**src/rtl/hazard_pkg.sv**
```systemverilog
// Shared constants and types for the ID-stage hazard/forwarding control unit.
package hazard_pkg;

    localparam logic [2:0] FWD_RF      = 3'b000;
    localparam logic [2:0] FWD_EX_ALU  = 3'b010;
    localparam logic [2:0] FWD_MEM_ALU = 3'b100;
    localparam logic [2:0] FWD_WB_ALU  = 3'b110;
    localparam logic [2:0] FWD_WB_MEM  = 3'b111;

    localparam logic [1:0] WBSEL_MEM = 2'h1;

    typedef enum logic {
        ST_RUN,
        ST_FREEZE
    } state_t;

endpackage

```
**src/rtl/hazard_fwd_sel.sv**
```systemverilog
// Per-operand forwarding select: nearest producing stage wins; loads still in EX/MEM
// cannot forward and raise a load-use stall request instead.
module hazard_fwd_sel
    import hazard_pkg::*;
#(
    parameter int unsigned RA_W = 5
) (
    input  logic [RA_W-1:0] rs,
    input  logic            used,
    input  logic            ex_regwr,
    input  logic [1:0]      ex_wbsel,
    input  logic [RA_W-1:0] ex_rd,
    input  logic            mem_regwr,
    input  logic [1:0]      mem_wbsel,
    input  logic [RA_W-1:0] mem_rd,
    input  logic            wb_regwr,
    input  logic [1:0]      wb_wbsel,
    input  logic [RA_W-1:0] wb_rd,
    output logic [2:0]      sel,
    output logic            lu_req
);

    logic active;
    logic ex_hit;
    logic mem_hit;
    logic wb_hit;

    assign active  = used && (rs != '0);
    assign ex_hit  = active && ex_regwr && (ex_rd == rs);
    assign mem_hit = active && mem_regwr && (mem_rd == rs);
    assign wb_hit  = active && wb_regwr && (wb_rd == rs);

    always_comb begin
        sel    = FWD_RF;
        lu_req = 1'b0;
        if (ex_hit) begin
            if (ex_wbsel == WBSEL_MEM) lu_req = 1'b1;
            else                       sel    = FWD_EX_ALU;
        end else if (mem_hit) begin
            if (mem_wbsel == WBSEL_MEM) lu_req = 1'b1;
            else                        sel    = FWD_MEM_ALU;
        end else if (wb_hit) begin
            sel = (wb_wbsel == WBSEL_MEM) ? FWD_WB_MEM : FWD_WB_ALU;
        end
    end

endmodule

```
**src/rtl/hazard_ctl.sv**
```systemverilog
// Hazard, forwarding and pipeline-control unit: operand forwarding, load-use stalls,
// memory-busy freezes, deferred branch flushes, stall statistics and a hang watchdog.
module hazard_ctl
    import hazard_pkg::*;
#(
    parameter int unsigned RA_W  = 5,
    parameter int unsigned CNT_W = 16,
    parameter int unsigned WDOG  = 255
) (
    input  logic             clk,
    input  logic             rst,
    input  logic [RA_W-1:0]  id_rs1,
    input  logic [RA_W-1:0]  id_rs2,
    input  logic             id_rs1_used,
    input  logic             id_rs2_used,
    input  logic             ex_regwr,
    input  logic             mem_regwr,
    input  logic             wb_regwr,
    input  logic [1:0]       ex_wbsel,
    input  logic [1:0]       mem_wbsel,
    input  logic [1:0]       wb_wbsel,
    input  logic [RA_W-1:0]  ex_rd,
    input  logic [RA_W-1:0]  mem_rd,
    input  logic [RA_W-1:0]  wb_rd,
    input  logic             mem_busy,
    input  logic             br_taken,
    output logic [2:0]       rs1val_cont,
    output logic [2:0]       rs2val_cont,
    output logic             stall,
    output logic             pc_en,
    output logic             ifid_en,
    output logic             exmem_en,
    output logic             ifid_flush,
    output logic             idex_flush,
    output logic             memwb_bubble,
    output logic [CNT_W-1:0] stall_cycles,
    output logic             hang
);

    localparam logic [CNT_W-1:0] WdogLim = CNT_W'(WDOG);

    logic [2:0] rs1_sel;
    logic [2:0] rs2_sel;
    logic       rs1_lu;
    logic       rs2_lu;
    logic       lu;

    state_t           state_q, state_d;
    logic             pend_q, pend_d;
    logic [CNT_W-1:0] sc_q, sc_d;
    logic [CNT_W-1:0] consec_q, consec_d;
    logic             hang_q, hang_d;

    hazard_fwd_sel #(.RA_W(RA_W)) u_fwd_rs1 (
        .rs        (id_rs1),
        .used      (id_rs1_used),
        .ex_regwr  (ex_regwr),
        .ex_wbsel  (ex_wbsel),
        .ex_rd     (ex_rd),
        .mem_regwr (mem_regwr),
        .mem_wbsel (mem_wbsel),
        .mem_rd    (mem_rd),
        .wb_regwr  (wb_regwr),
        .wb_wbsel  (wb_wbsel),
        .wb_rd     (wb_rd),
        .sel       (rs1_sel),
        .lu_req    (rs1_lu)
    );

    hazard_fwd_sel #(.RA_W(RA_W)) u_fwd_rs2 (
        .rs        (id_rs2),
        .used      (id_rs2_used),
        .ex_regwr  (ex_regwr),
        .ex_wbsel  (ex_wbsel),
        .ex_rd     (ex_rd),
        .mem_regwr (mem_regwr),
        .mem_wbsel (mem_wbsel),
        .mem_rd    (mem_rd),
        .wb_regwr  (wb_regwr),
        .wb_wbsel  (wb_wbsel),
        .wb_rd     (wb_rd),
        .sel       (rs2_sel),
        .lu_req    (rs2_lu)
    );

    assign lu = rs1_lu | rs2_lu;

    always_comb begin
        rs1val_cont  = rs1_sel;
        rs2val_cont  = rs2_sel;
        stall        = 1'b0;
        pc_en        = 1'b1;
        ifid_en      = 1'b1;
        exmem_en     = 1'b1;
        ifid_flush   = 1'b0;
        idex_flush   = 1'b0;
        memwb_bubble = 1'b0;
        pend_d       = pend_q;
        state_d      = state_q;

        unique case (state_q)
            ST_RUN:    if (mem_busy)  state_d = ST_FREEZE;
            ST_FREEZE: if (!mem_busy) state_d = ST_RUN;
            default:   state_d = ST_RUN;
        endcase

        if (rst) begin
            rs1val_cont = FWD_RF;
            rs2val_cont = FWD_RF;
            ifid_flush  = 1'b1;
            idex_flush  = 1'b1;
            pend_d      = 1'b0;
            state_d     = ST_RUN;
        end else if (mem_busy) begin
            // A redirect seen while frozen is remembered until MEM releases.
            stall        = 1'b1;
            pc_en        = 1'b0;
            ifid_en      = 1'b0;
            exmem_en     = 1'b0;
            memwb_bubble = 1'b1;
            pend_d       = pend_q | br_taken;
        end else if (br_taken || pend_q) begin
            ifid_flush = 1'b1;
            idex_flush = 1'b1;
            pend_d     = 1'b0;
        end else if (lu) begin
            stall      = 1'b1;
            pc_en      = 1'b0;
            ifid_en    = 1'b0;
            idex_flush = 1'b1;
        end
    end

    always_comb begin
        sc_d     = (stall && (sc_q != '1)) ? sc_q + 1'b1 : sc_q;
        consec_d = pc_en ? '0 : ((consec_q >= WdogLim) ? consec_q : consec_q + 1'b1);
        hang_d   = hang_q | (consec_d >= WdogLim);
    end

    always_ff @(posedge clk) begin
        if (rst) begin
            state_q  <= ST_RUN;
            pend_q   <= 1'b0;
            sc_q     <= '0;
            consec_q <= '0;
            hang_q   <= 1'b0;
        end else begin
            state_q  <= state_d;
            pend_q   <= pend_d;
            sc_q     <= sc_d;
            consec_q <= consec_d;
            hang_q   <= hang_d;
        end
    end

    // Registered stats read as zero for the whole reset window, including its first cycle.
    assign stall_cycles = rst ? '0 : sc_q;
    assign hang         = rst ? 1'b0 : hang_q;

endmodule
```
**config.mk**
```make
export PLATFORM = sky130hd
export DESIGN_NAME = hazard_ctl
export DESIGN_NICKNAME = d
export VERILOG_FILES = /design/src/rtl/hazard_pkg.sv /design/src/rtl/hazard_fwd_sel.sv /design/src/rtl/hazard_ctl.sv
export SDC_FILE = /design/constraint.sdc
export NUM_CORES = 1
export LEC_CHECK = 0
export ABC_AREA = 1
export ABC_CLOCK_PERIOD_IN_PS = 3950
export CORE_MARGIN = 2
export CORE_UTILIZATION = 48
export CTS_CLUSTER_DIAMETER = 40
export CTS_CLUSTER_SIZE = 20
export DETAILED_ROUTE_END_ITERATION = 12
export PLACE_DENSITY = 0.79
export SLEW_MARGIN = 25
export SYNTH_ARGS = -nofsm -noshare
export SYNTH_HDL_FRONTEND = slang
export SYNTH_SLANG_ARGS = --single-unit
```
**constraint.sdc**
```tcl
create_clock -name clk -period 3.95 [get_ports clk]
set_input_delay 1.185 -clock clk [delete_from_list [all_inputs] [get_ports clk]]
set_output_delay 1.185 -clock clk [all_outputs]
set_load 0.01 [all_outputs]
```
Word-level counts from Yosys, hierarchy flattened
Index checks and enable logic that the tools add are counted.
{ "op_classes": {"mux": 41, "magnitude_cmp": 2, "n_addsub": 2, "bitwise": 3, "reduce_logical": 19, "eq_ne": 10} }
{ "op_table": {"columns": ["cell", "n"], "rows": [
  ["16-bit 2-to-1 mux", 3],
  ["16-bit by 1-bit adder with 16-bit output, second input constant", 2],
  ["16-bit by 8-bit >= comparator with 1-bit output, second input constant", 2],
  ["5-bit equality test", 6],
  ["1-bit 2-to-1 mux", 28],
  ["3-bit 2-to-1 mux", 9],
  ["16-bit inequality test, second input constant", 1],
  ["1-bit logical AND", 15],
  ["5-bit nonzero test", 2],
  ["2-bit by 1-bit equality test with 1-bit output, second input constant", 3],
  ["1-bit bitwise OR", 3],
  ["2-bit 2-to-1 mux", 1],
  ["2-bit nonzero test", 1],
  ["1-bit logical OR", 1]
]} }
{ "totals": {"out_inout_bits": 30, "regBits": 34, "in_bits": 40, "elab_cells": 81} }

Logic depth before layout (Yosys ltp)
Gate-level depths: netlist (run 1).
{ "depth": {"word_depth": 14, "depth_mapped": 17, "depth_no_buf": 16} }

By module
A second synthesis (run 1) with hierarchy kept.
{ "unflattened": {"hier_cells": 535, "area_unflattened_um2": 3040.4} }
{ "modules_own_cells": {"columns": ["mod", "n_inst", "seq_area_each_um2", "area_each_um2", "cells_per_inst"], "rows": [
  ["hazard_ctl", 1, 680.7, 1979.4, 289],
  ["hazard_fwd_sel", 2, 0.0, 530.5, 123]
]} }

Worst setup path before layout (run 1)
No wires, ideal clock.
{ "synth_path": {"kind": "input-to-output", "from": "in id_rs2[3]", "to": "out rs2val_cont[2]", "arrival_ns": 2.410, "path_slack_ns": 0.355, "t_required_ns": 2.765, "n_path_buf": 0, "stages": 6, "path_cell_list": "xor2_1 -> nor2_1 -> nand2_1 -> nor4_1 -> inv_1 -> a2111oi_0"} }
{ "synth_between": {"elab_chain_len": 8, "word_cells_on_any_way": 15, "cone_classes": "3 x eq/ne; 4 x mux; 8 x reduce/logical"} }
{ "synth_rtl": {"columns": ["item", "line", "rtl"], "rows": [
  ["start, declared", "hazard_ctl.sv:13", "input logic [RA_W-1:0] id_rs2,"],
  ["5-bit nonzero test", "hazard_fwd_sel.sv:28", "assign active = used && (rs != '0);"],
  ["1-bit logical AND", "hazard_fwd_sel.sv:28", null],
  ["1-bit logical AND (2 in series)", "hazard_fwd_sel.sv:31", "assign wb_hit = active && wb_regwr && (wb_rd == rs);"],
  ["3-bit 2-to-1 mux", "hazard_fwd_sel.sv:42", "end else if (wb_hit) begin"],
  ["3-bit 2-to-1 mux", "hazard_fwd_sel.sv:39", "end else if (mem_hit) begin"],
  ["3-bit 2-to-1 mux (*)", "hazard_fwd_sel.sv:36", "if (ex_hit) begin"],
  ["3-bit 2-to-1 mux (*)", "hazard_ctl.sv:107", "if (rst) begin"],
  ["end, declared", "hazard_ctl.sv:28", "output logic [2:0] rs2val_cont,"]
]} }
Every way passes the cells marked *; elsewhere a longest branch is shown, timed or not.

Final worst setup path (run 1)
{ "layout_path": {"from": "in id_rs1[4]", "to": "reg hang_q"} }
{ "layout_between": {"elab_chain_len": 14, "word_cells_on_any_way": 18, "cone_classes": "1 x order compare; 2 x eq/ne; 7 x mux; 2 x bitwise; 6 x reduce/logical"} }
{ "layout_rtl": {"columns": ["item", "line", "rtl"], "rows": [
  ["start, declared", "hazard_ctl.sv:12", "input logic [RA_W-1:0] id_rs1,"],
  ["5-bit nonzero test", "hazard_fwd_sel.sv:28", null],
  ["1-bit logical AND", "hazard_fwd_sel.sv:28", null],
  ["1-bit logical AND (2 in series)", "hazard_fwd_sel.sv:30", "assign mem_hit = active && mem_regwr && (mem_rd == rs);"],
  ["1-bit 2-to-1 mux", "hazard_fwd_sel.sv:39", null],
  ["1-bit 2-to-1 mux (*)", "hazard_fwd_sel.sv:36", null],
  ["1-bit bitwise OR (*)", "hazard_ctl.sv:86", "assign lu = rs1_lu | rs2_lu;"],
  ["1-bit 2-to-1 mux (*)", "hazard_ctl.sv:126", "end else if (lu) begin"],
  ["1-bit 2-to-1 mux (*)", "hazard_ctl.sv:122", "end else if (br_taken || pend_q) begin"],
  ["1-bit 2-to-1 mux (*)", "hazard_ctl.sv:114", "end else if (mem_busy) begin"],
  ["1-bit 2-to-1 mux (*)", "hazard_ctl.sv:107", null],
  ["16-bit 2-to-1 mux (*)", "hazard_ctl.sv:136", "consec_d = pc_en ? '0 : ((consec_q >= WdogLim) ? consec_q : consec_q + 1'b1);"],
  ["16-bit by 8-bit >= comparator with 1-bit output (*)", "hazard_ctl.sv:137", "hang_d = hang_q | (consec_d >= WdogLim);"],
  ["1-bit bitwise OR (*)", "hazard_ctl.sv:137", null],
  ["end signal, assigned", "hazard_ctl.sv:152", "hang_q <= hang_d;"],
  ["end, declared", "hazard_ctl.sv:52", "logic hang_q, hang_d;"]
]} }
Marked as above.
A chain may end at the register's enable or synchronous reset.

==> results of run 1 <==
## registers in the layout (all words and copies together), names as in the netlist
signal / cells
consec_q: 16
hang_q: 1
pend_q: 1
sc_q: 16
## cells in the mapped netlist, drive strengths merged
| cell | count |
|---|---|
| a2111oi | 2 |
| a21oi | 18 |
| and3 | 1 |
| buf | 5 |
| clkbuf | 2 |
| dfxtp | 34 |
| ha | 2 |
| inv | 87 |
| nand2 | 149 |
| nand3 | 24 |
| nand4 | 10 |
| nor2 | 89 |
| nor3 | 11 |
| nor3b | 2 |
| nor4 | 4 |
| o21ai | 9 |
| o41ai | 1 |
| xnor2 | 6 |
| xor2 | 16 |
## worst paths after layout
check / slack (ns) / endpoint / start / cells past startpoint
max reg2reg: 1.90 / hang_q$_SDFF_PP0_ / consec_q[0]$_SDFF_PP0_ / 12
max: -0.06 / hang_q$_SDFF_PP0_ / id_rs1[4] / 28
min: 0.47 / consec_q[14]$_SDFF_PP0_ / consec_q[14]$_SDFF_PP0_ / 2
min reg2reg: 0.47 / consec_q[14]$_SDFF_PP0_ / consec_q[14]$_SDFF_PP0_ / 2
## metal layers
| layer | global-route usage [%] | part of all wire [%] |
|---|---|---|
| met3 | 4.66 | 6.6 |
| met4 | 7.76 | 2.0 |
| met5 | 0 | 0 |
| met1 | 36.7 | 43 |
| met2 | 49.7 | 48 |
## worst max-delay path: stages
cell and delay (ns):
buf_2 0.13, buf_4 0.15, inv_2 0.06, nand3_2 0.08, nand2_2 0.12, inv_4 0.06
nand4_1 0.11, nand2_1 0.10, inv_2 0.08, nand4_1 0.16, buf_4 0.20, buf_4 0.13
buf_4 0.13, buf_4 0.12, buf_4 0.12, buf_4 0.12, buf_4 0.12, buf_4 0.12
buf_4 0.12, buf_4 0.12, buf_4 0.12, buf_4 0.12, nand3_2 0.05, nand2_1 0.05
nor2_1 0.10, nand2_1 0.05, nor2_1 0.11, nor2_1 0.04
## cell type report
class,instances,area [um^2]
timing repair buffer,132,1060
tap,72,90.1
sequential,34,681
clock buffer,6,82.6
inverter,87,332
multi-input combinational,344,1900
fill,446,1320
clock inverter,2,12.5
## cell usage in the layout, fill, tap and decap left out, drive strengths merged
cell type and count:
nand4 10, and3 1, xor2 16, nand2 149, buf 82, dlymetal6s2s 4
nor3b 2, nand3 24, clkbuf 18, o21ai 9, dlygate4sd2 2, ha 2
clkinv 1, clkdlybuf4s15 3, nor4 4, clkinvlp 1, clkdlybuf4s50 29, inv 87
nor2 89, a2111oi 2, o41ai 1, dfxtp 34, a21oi 18, xnor2 6
nor3 11
## repair_timing
item                                    CTS  global route
setup buffers                            16             8
gates resized for setup                 116           109
endpoints found under the setup margin   10            14
pin swaps                                17            32
endpoints found under the hold margin     0             0
## cell families (layout without fill, tap and decap cells)
group | after synthesis | in the layout | share of synthesized area [%]
adders and majority gates | 2 | 2 | 0.929
xor gates and xnor gates | 22 | 22 | 7.15
DFF | 34 | 34 | 25.3
AOI/OAI and AO/OA | 30 | 30 | 7.25
and+or+nand+nor | 290 | 290 | 45.8
buffers and inverters | 94 | 227 | 13.6
## power breakdown
| part | internal, mW | switching [mW] |
|---|---|---|
| clock network | 0.140 | 0.140 |
| logic | 0.106 | 0.126 |
| registers | 0.346 | 0.00291 |
| total | 0.592 | 0.270 |
## per-stage QoR
| step | worst slack [ns] | utilization [%] | power, mW | hold slack, ns |
|---|---|---|---|---|
| floorplan | 0.355 | - | 0.440 | 0.422 |
| global placement | -0.729 | 68.4 | 0.548 | 0.446 |
| detailed placement | -0.767 | 68.4 | 0.550 | 0.449 |
| CTS | -0.0454 | 73.9 | 0.835 | 0.461 |
| global route | -0.138 | 76.0 | 0.896 | 0.488 |
| finish | -0.0568 | 76.0 | 0.862 | 0.465 |
==> results_dict.tcl, run 1 <==
set metrics [dict create \
    crit_required_ns 4.14 \
    postPlaceCellArea_um2 3740 \
    die-area_um2 6230 \
    avgSynthCellArea_um2 5.71 \
    dp_hpwl_um 6440 \
    worst-setup-path-type "in -> reg" \
    critPathArrivalTime_ns 4.19 \
    clock-sinks 34 \
    violations "setup timing" \
    place.gp.congestion 0.939 \
    min_period_ns 4.01 \
    vias 3458 \
    antenna-diode-count 0 \
    design_area_um2 4160 \
    coreArea_um2 5470 \
    synth_seq_cells 34 \
    grt_pass1_wl_um 14100 \
    grt_max_degree 20 \
    status "finished with violations" \
    ys_top_cells_by_area "dfxtp_1 25%, nand2_1 20%, nor2_1 12%" \
    setup_viol 4 \
    synthDistinctLibCells 33 \
    drive_gt1_share_pct 31.6 \
    dp_cells 647 \
    netlist_instances 472 \
    ys_seq_area_share_pct 25.3 \
    critPathCaptureType "register" \
    vdd.ir_drop.worst_mv 0.143 \
    fin_crit_sh_pct 101 \
    tns_ns -0.0648 \
    drtIter0Drc 173 \
    syn_nets 514 \
    max_cap_violations 0 \
    ant_nets 0 \
    grt_pass1_vias 3161 \
    cp_max_fo 5 \
    drc 0 \
    wl_um 9320 \
    final_nets 646 \
    worst_pin_slew_ns 0.388 \
    cts_tree "built" \
    htreeDepth 2 \
    portBuffers 69 \
    final.setup.worst_slack_ns -0.0568 \
    max-slew-margin-rel_pct 74.0 \
    finalHoldViolCount 0 \
    synth_top_area_cell "dfxtp_1" \
    viasPerCell 5.11 \
    clk_pin_slew_ns 0.07 \
    final_max_slew_viol_count 0 \
    rows 27 \
    fmax_ghz 0.250 \
    synth_warnings 0 \
    p_per_area_nw_per_um2 207 \
    grt_usage_pct 28.6 \
    clk_path_buf_depth 2 \
    start_util_pct 49.2 \
    antenna_found_initial 0 \
    cts-root-buf "clkbuf_8" \
    hold_path_class "reg -> reg" \
    routedWlPerCell_um 13.8 \
    leakage_nw 2.01 \
    ios 70 \
    syn_area_um2 2690 \
    skew_ns 0.00276 \
    final_cells 677 \
    hold_buffers 0 \
    rsz0062_at_grt "yes" \
    grt-ovfl-total 0 \
    numCtsBuffers 5 \
    die_y_um 78.9 \
    area_growth_pct 54.3 \
    clock_latency_ns 0.29 \
    worst_setup_path_start_kind "input pin" \
    die_w_um 78.9 \
    netlist.area_leader.share_pct 25.3 \
    first_pass_iters 5 \
]
Note: power is estimated with default switching activity, not from simulation.
==> run 2, diff against run 1 <==
- CTS_BUF_LIST: not set -> sky130_fd_sc_hd__clkbuf_16
==> results_dict.tcl, run 2 (synthesis results as in run 1) <==
set metrics [dict create \
    final_cells 669 \
    layout_common_cells "136 x nand2_1, 79 x nor2_1, 77 x inv_1, 53 x buf_4, 34 x dfxtp_1" \
    critPathMaxStageDelay_ns 0.16 \
    grt_usage_pct 28.8 \
    fin_crit_sh_pct 99.0 \
    htreeDepth 2 \
    min_period_ns 3.91 \
    hold_buffers 0 \
    numCtsBuffers 5 \
    grt-ovfl-total 0 \
    dp_slack_ns -0.767 \
    dp_cells 647 \
    start_util_pct 49.2 \
    grt_pass1_vias 3139 \
    clk_pin_slew_ns 0.05 \
    holdPathStages 2 \
    clock-sinks 34 \
    switching_share_pct 29.3 \
    ant_nets 0 \
    r2r-end "hang_q$_SDFF_PP0_" \
    intPower_mw 0.677 \
    hold_path_class "reg -> reg" \
    wl_um 8900 \
    r2r_slack_ns 1.89 \
    antenna-diode-count 0 \
    worst_setup_path_start_kind "input pin" \
    routedWlPerCell_um 13.3 \
    critPathArrivalTime_ns 4.08 \
    crit_path_top_delay_cell "buf_4" \
    grt_max_degree 20 \
    worst_path_most_repeated_cell "buf_4" \
    cts_tree "built" \
    final_max_slew_viol_count 0 \
    clk_path_buf_depth 2 \
    skew_ns 0.00224 \
    rows 27 \
    min-delay-start "consec_q[14]$_SDFF_PP0_" \
    clock_latency_ns 0.29 \
    vias 3390 \
    critPathCaptureType "register" \
    antenna_found_initial 0 \
    nFillCells 449 \
    drive_gt1_share_pct 25.5 \
    worst_pin_slew_ns 0.373 \
    worst-setup-path-type "in -> reg" \
    p_per_area_nw_per_um2 233 \
    r2r_cells 12 \
    finalHoldViolCount 0 \
    ios 70 \
    drtIter0Drc 202 \
    seqPwrFrac_pct 36.5 \
    r2r-start "consec_q[0]$_SDFF_PP0_" \
    coreArea_um2 5470 \
    area_growth_pct 52.4 \
    hold_end "consec_q[14]$_SDFF_PP0_" \
    final_common_cell "nand2_1" \
    die-area_um2 6230 \
    reg.largest.list "consec_q x16, sc_q x16" \
    final.setup.worst_slack_ns 0.0410 \
    first_pass_iters 5 \
    portBuffers 69 \
    max_cap_violations 0 \
    status "finished clean" \
    grt_pass1_wl_um 14100 \
    rsz0062_at_grt "yes" \
    max-slew-margin-rel_pct 75.0 \
    die_y_um 78.9 \
    holdWs_ns 0.458 \
    viasPerCell 5.07 \
    drc 0 \
    power_frac_comb_pct 22.8 \
    cp_max_fo 5 \
    dp_hpwl_um 6440 \
    final_nets 638 \
    p_sw_mw 0.280 \
    cts-root-buf "clkbuf_16" \
    setup_viol 0 \
    crit_required_ns 4.13 \
    leakage_nw 2.01 \
    p_clk_share_pct 40.7 \
    place.gp.congestion 0.939 \
    die_w_um 78.9 \
    fmax_ghz 0.256 \
    vdd.ir_drop.worst_mv 0.208 \
]
run 2: power groups by stage:
stage,clock [mW],sequential [mW],combinational [mW]
2_1_floorplan,0,0.356,0.0838
4_1_cts,0.386,0.349,0.208
5_1_grt,0.409,0.349,0.237
3_3_place_gp,0,0.356,0.192
3_5_place_dp,0,0.357,0.193
6_report,0.389,0.349,0.218
run 2: what timing repair did:
action / in CTS / in global routing
endpoints found under the setup margin: 10 / 14
gates resized for setup: 117 / 48
endpoints found under the hold margin: 0 / 0
setup buffers: 15 / 2
pin swaps: 18 / 19
run 2: worst max path at each step:
stage          startpoint                 to  slack, ns  cells after the start
6_report        id_rs2[1]  hang_q$_SDFF_PP0_       0.04                     26
5_1_grt         id_rs1[3]  hang_q$_SDFF_PP0_      -0.08                     27
4_1_cts         id_rs1[3]  hang_q$_SDFF_PP0_     -0.006                     27
3_5_place_dp    id_rs2[1]     rs2val_cont[2]      -0.77                     11
3_3_place_gp    id_rs2[4]     rs2val_cont[2]      -0.73                      8
2_1_floorplan   id_rs2[3]     rs2val_cont[2]       0.35                      6
run 2: routing by layer:
layer  vias up  share of wire, %  track usage (%)
met5         -                 0                0
met4         0               1.7             6.21
met3        16               7.4             6.02
met2       128                47             49.1
met1      1562                44             37.5
li1       1684                 -                -
run 2: area by class of cell:
cell class                 count  area (um^2)  share of cell area, %
sequential                    34          681                   16.6
timing repair buffer         124         1010                   24.6
tap                           72         90.1                   2.19
clock buffer                   5          125                   3.05
clock inverter                 3         16.3                  0.396
multi-input combinational    344         1860                   45.2
inverter                      87          327                   7.95
run 2: critical path, delay by kind of cell:
family / cells / cell delay [ns]
buf+inv: 15 / 1.83
simple gates: 11 / 1.05
run 2: stage by stage:
stage          util [%]  TNS [ns]  instance area (um^2)  total power [mW]
6_report           75.0         0                  4110             0.957
5_1_grt            75.0    -0.121                  4110             0.996
4_1_cts            75.2  -0.00624                  4120             0.943
3_5_place_dp       68.4     -6.50                  3740             0.550
3_3_place_gp       68.4     -6.38                  3740             0.548
2_1_floorplan         -         0                  2690             0.440
==> run 3, diff against run 2 <==
- CORE_ASPECT_RATIO: not set -> 1.5
==> results_dict.tcl, run 3 (synthesis results as in run 1) <==
set metrics [dict create \
    hold_buffers 0 \
    routedWlPerCell_um 13.2 \
    critPathArrivalTime_ns 2.72 \
    finalHoldViolCount 0 \
    final_nets 645 \
    setup_viol 0 \
    final_common_cell "nand2_1" \
    worst_setup_path_start_kind "input pin" \
    final_cells 674 \
    layout_common_cells "138 x nand2_1, 82 x nor2_1, 74 x inv_1, 61 x buf_4, 34 x dfxtp_1" \
    start_util_pct 49.4 \
    dp_cells 655 \
    clk_path_buf_depth 2 \
    place.gp.congestion 1.01 \
    drtIter0Drc 115 \
    tns_ns 0 \
    clock-sinks 34 \
    antenna-diode-count 0 \
    antenna_found_initial 0 \
    status "finished clean" \
    cts_tree "built" \
    final.setup.worst_slack_ns 0.0446 \
    first_pass_iters 8 \
    max-slew-margin-rel_pct 66.7 \
    fmax_ghz 0.256 \
    numCtsBuffers 5 \
    cts-root-buf "clkbuf_16" \
    critPathCaptureType "output port" \
    dp_hpwl_um 6580 \
    grt-ovfl-total 0 \
    drive_gt1_share_pct 23.7 \
    rows 33 \
    htreeDepth 2 \
    grt_pass1_vias 3305 \
    die_w_um 65.2 \
    skew_ns 0.00285 \
    max_cap_violations 0 \
    grt_usage_pct 28.7 \
    clk_pin_slew_ns 0.05 \
    drc 0 \
    fin_crit_sh_pct 98.9 \
    clock_latency_ns 0.28 \
    p_total_mw 0.944 \
    cp_max_fo 4 \
    portBuffers 69 \
    min_period_ns 3.91 \
    area_growth_pct 53.0 \
    p_per_area_nw_per_um2 229 \
    final_max_slew_viol_count 0 \
    nFillCells 439 \
    worst-setup-path-type "in -> out" \
    wl_um 8890 \
    worst_pin_slew_ns 0.495 \
    vias 3378 \
    reg.largest.list "consec_q x16, sc_q x16" \
    hold_path_class "reg -> reg" \
    ios 70 \
    crit_required_ns 2.76 \
    die-area_um2 6240 \
    dp_slack_ns -0.792 \
    rsz0062_at_grt "yes" \
    die_y_um 95.8 \
    leakage_nw 2.03 \
    grt_pass1_wl_um 13900 \
    coreArea_um2 5450 \
    grt_max_degree 18 \
    vdd.ir_drop.worst_mv 0.192 \
    ant_nets 0 \
    viasPerCell 5.01 \
]
-- run 3: cell count changes in the layout (fill, tap and decap cells not counted), sizes merged --
cell and delta:
dlymetal6s2s -2, dlygate4sd2 +7, clkdlybuf4s50 +1, buf -2, clkdlybuf4s15 +1, clkbuf +2
-- run 3: critical path, stage by stage --
cell	delay (ns)
clkdlybuf4s15_1	0.20
buf_4	0.17
xnor2_2	0.15
o21ai_1	0.13
nor2_4	0.18
nand2_2	0.10
a2111oi_4	0.35
buf_4	0.17
buf_6	0.09
-- run 3: area by class of cell --
cell class              instances  area, um^2  area share, %
clock buffers                   5         125           3.03
clock inverters                 3        16.3          0.395
inverters                      87         327           7.92
multi-input cells             344        1810           43.8
flip-flops and latches         34         681           16.5
well taps                      70        87.6           2.12
repair buffers                131        1080           26.2
-- run 3: per-stage QoR --
step / hold WS, ns / area (um^2) / util [%]
floorplan: 0.422 / 2690 / -
global placement: 0.443 / 3810 / 70.0
detailed placement: 0.445 / 3810 / 70.0
global route: 0.493 / 4120 / 75.6
finish: 0.452 / 4120 / 75.6
CTS: 0.453 / 4080 / 74.8
-- run 3: path summary, 6_finish.rpt --
check | from | end | slack, ns | cells after the start
worst max-delay path | id_rs1[4] | rs1val_cont[2] | 0.04 | 9
worst min-delay path | consec_q[14]$_SDFF_PP0_ | consec_q[14]$_SDFF_PP0_ | 0.45 | 2
worst max register to register | consec_q[0]$_SDFF_PP0_ | hang_q$_SDFF_PP0_ | 1.86 | 12
worst min register to register | consec_q[14]$_SDFF_PP0_ | consec_q[14]$_SDFF_PP0_ | 0.45 | 2
-- run 3: timing repair --
item / in CTS / in global routing
gates resized for setup: 80 / 45
pin swaps: 12 / 21
buffers inserted: 10 / 1
endpoints found under the setup margin: 10 / 13
-- run 3: per-layer routing --
layer	track usage [%]	vias up	wire length (um)	share of wire [%]
li1	-	1696	-	-
met1	27.8	1516	3250	37
met4	18.1	0	412	4.6
met2	55.0	132	4780	54
met3	4.68	34	450	5.1
met5	0	-	0	0
-- run 3: where the power goes --
group          internal (mW)  total, mW  leakage (nW)  switching, mW
logic                  0.103      0.217          1.69          0.114
registers              0.346      0.349         0.275        0.00286
clock network          0.230      0.377        0.0672          0.147
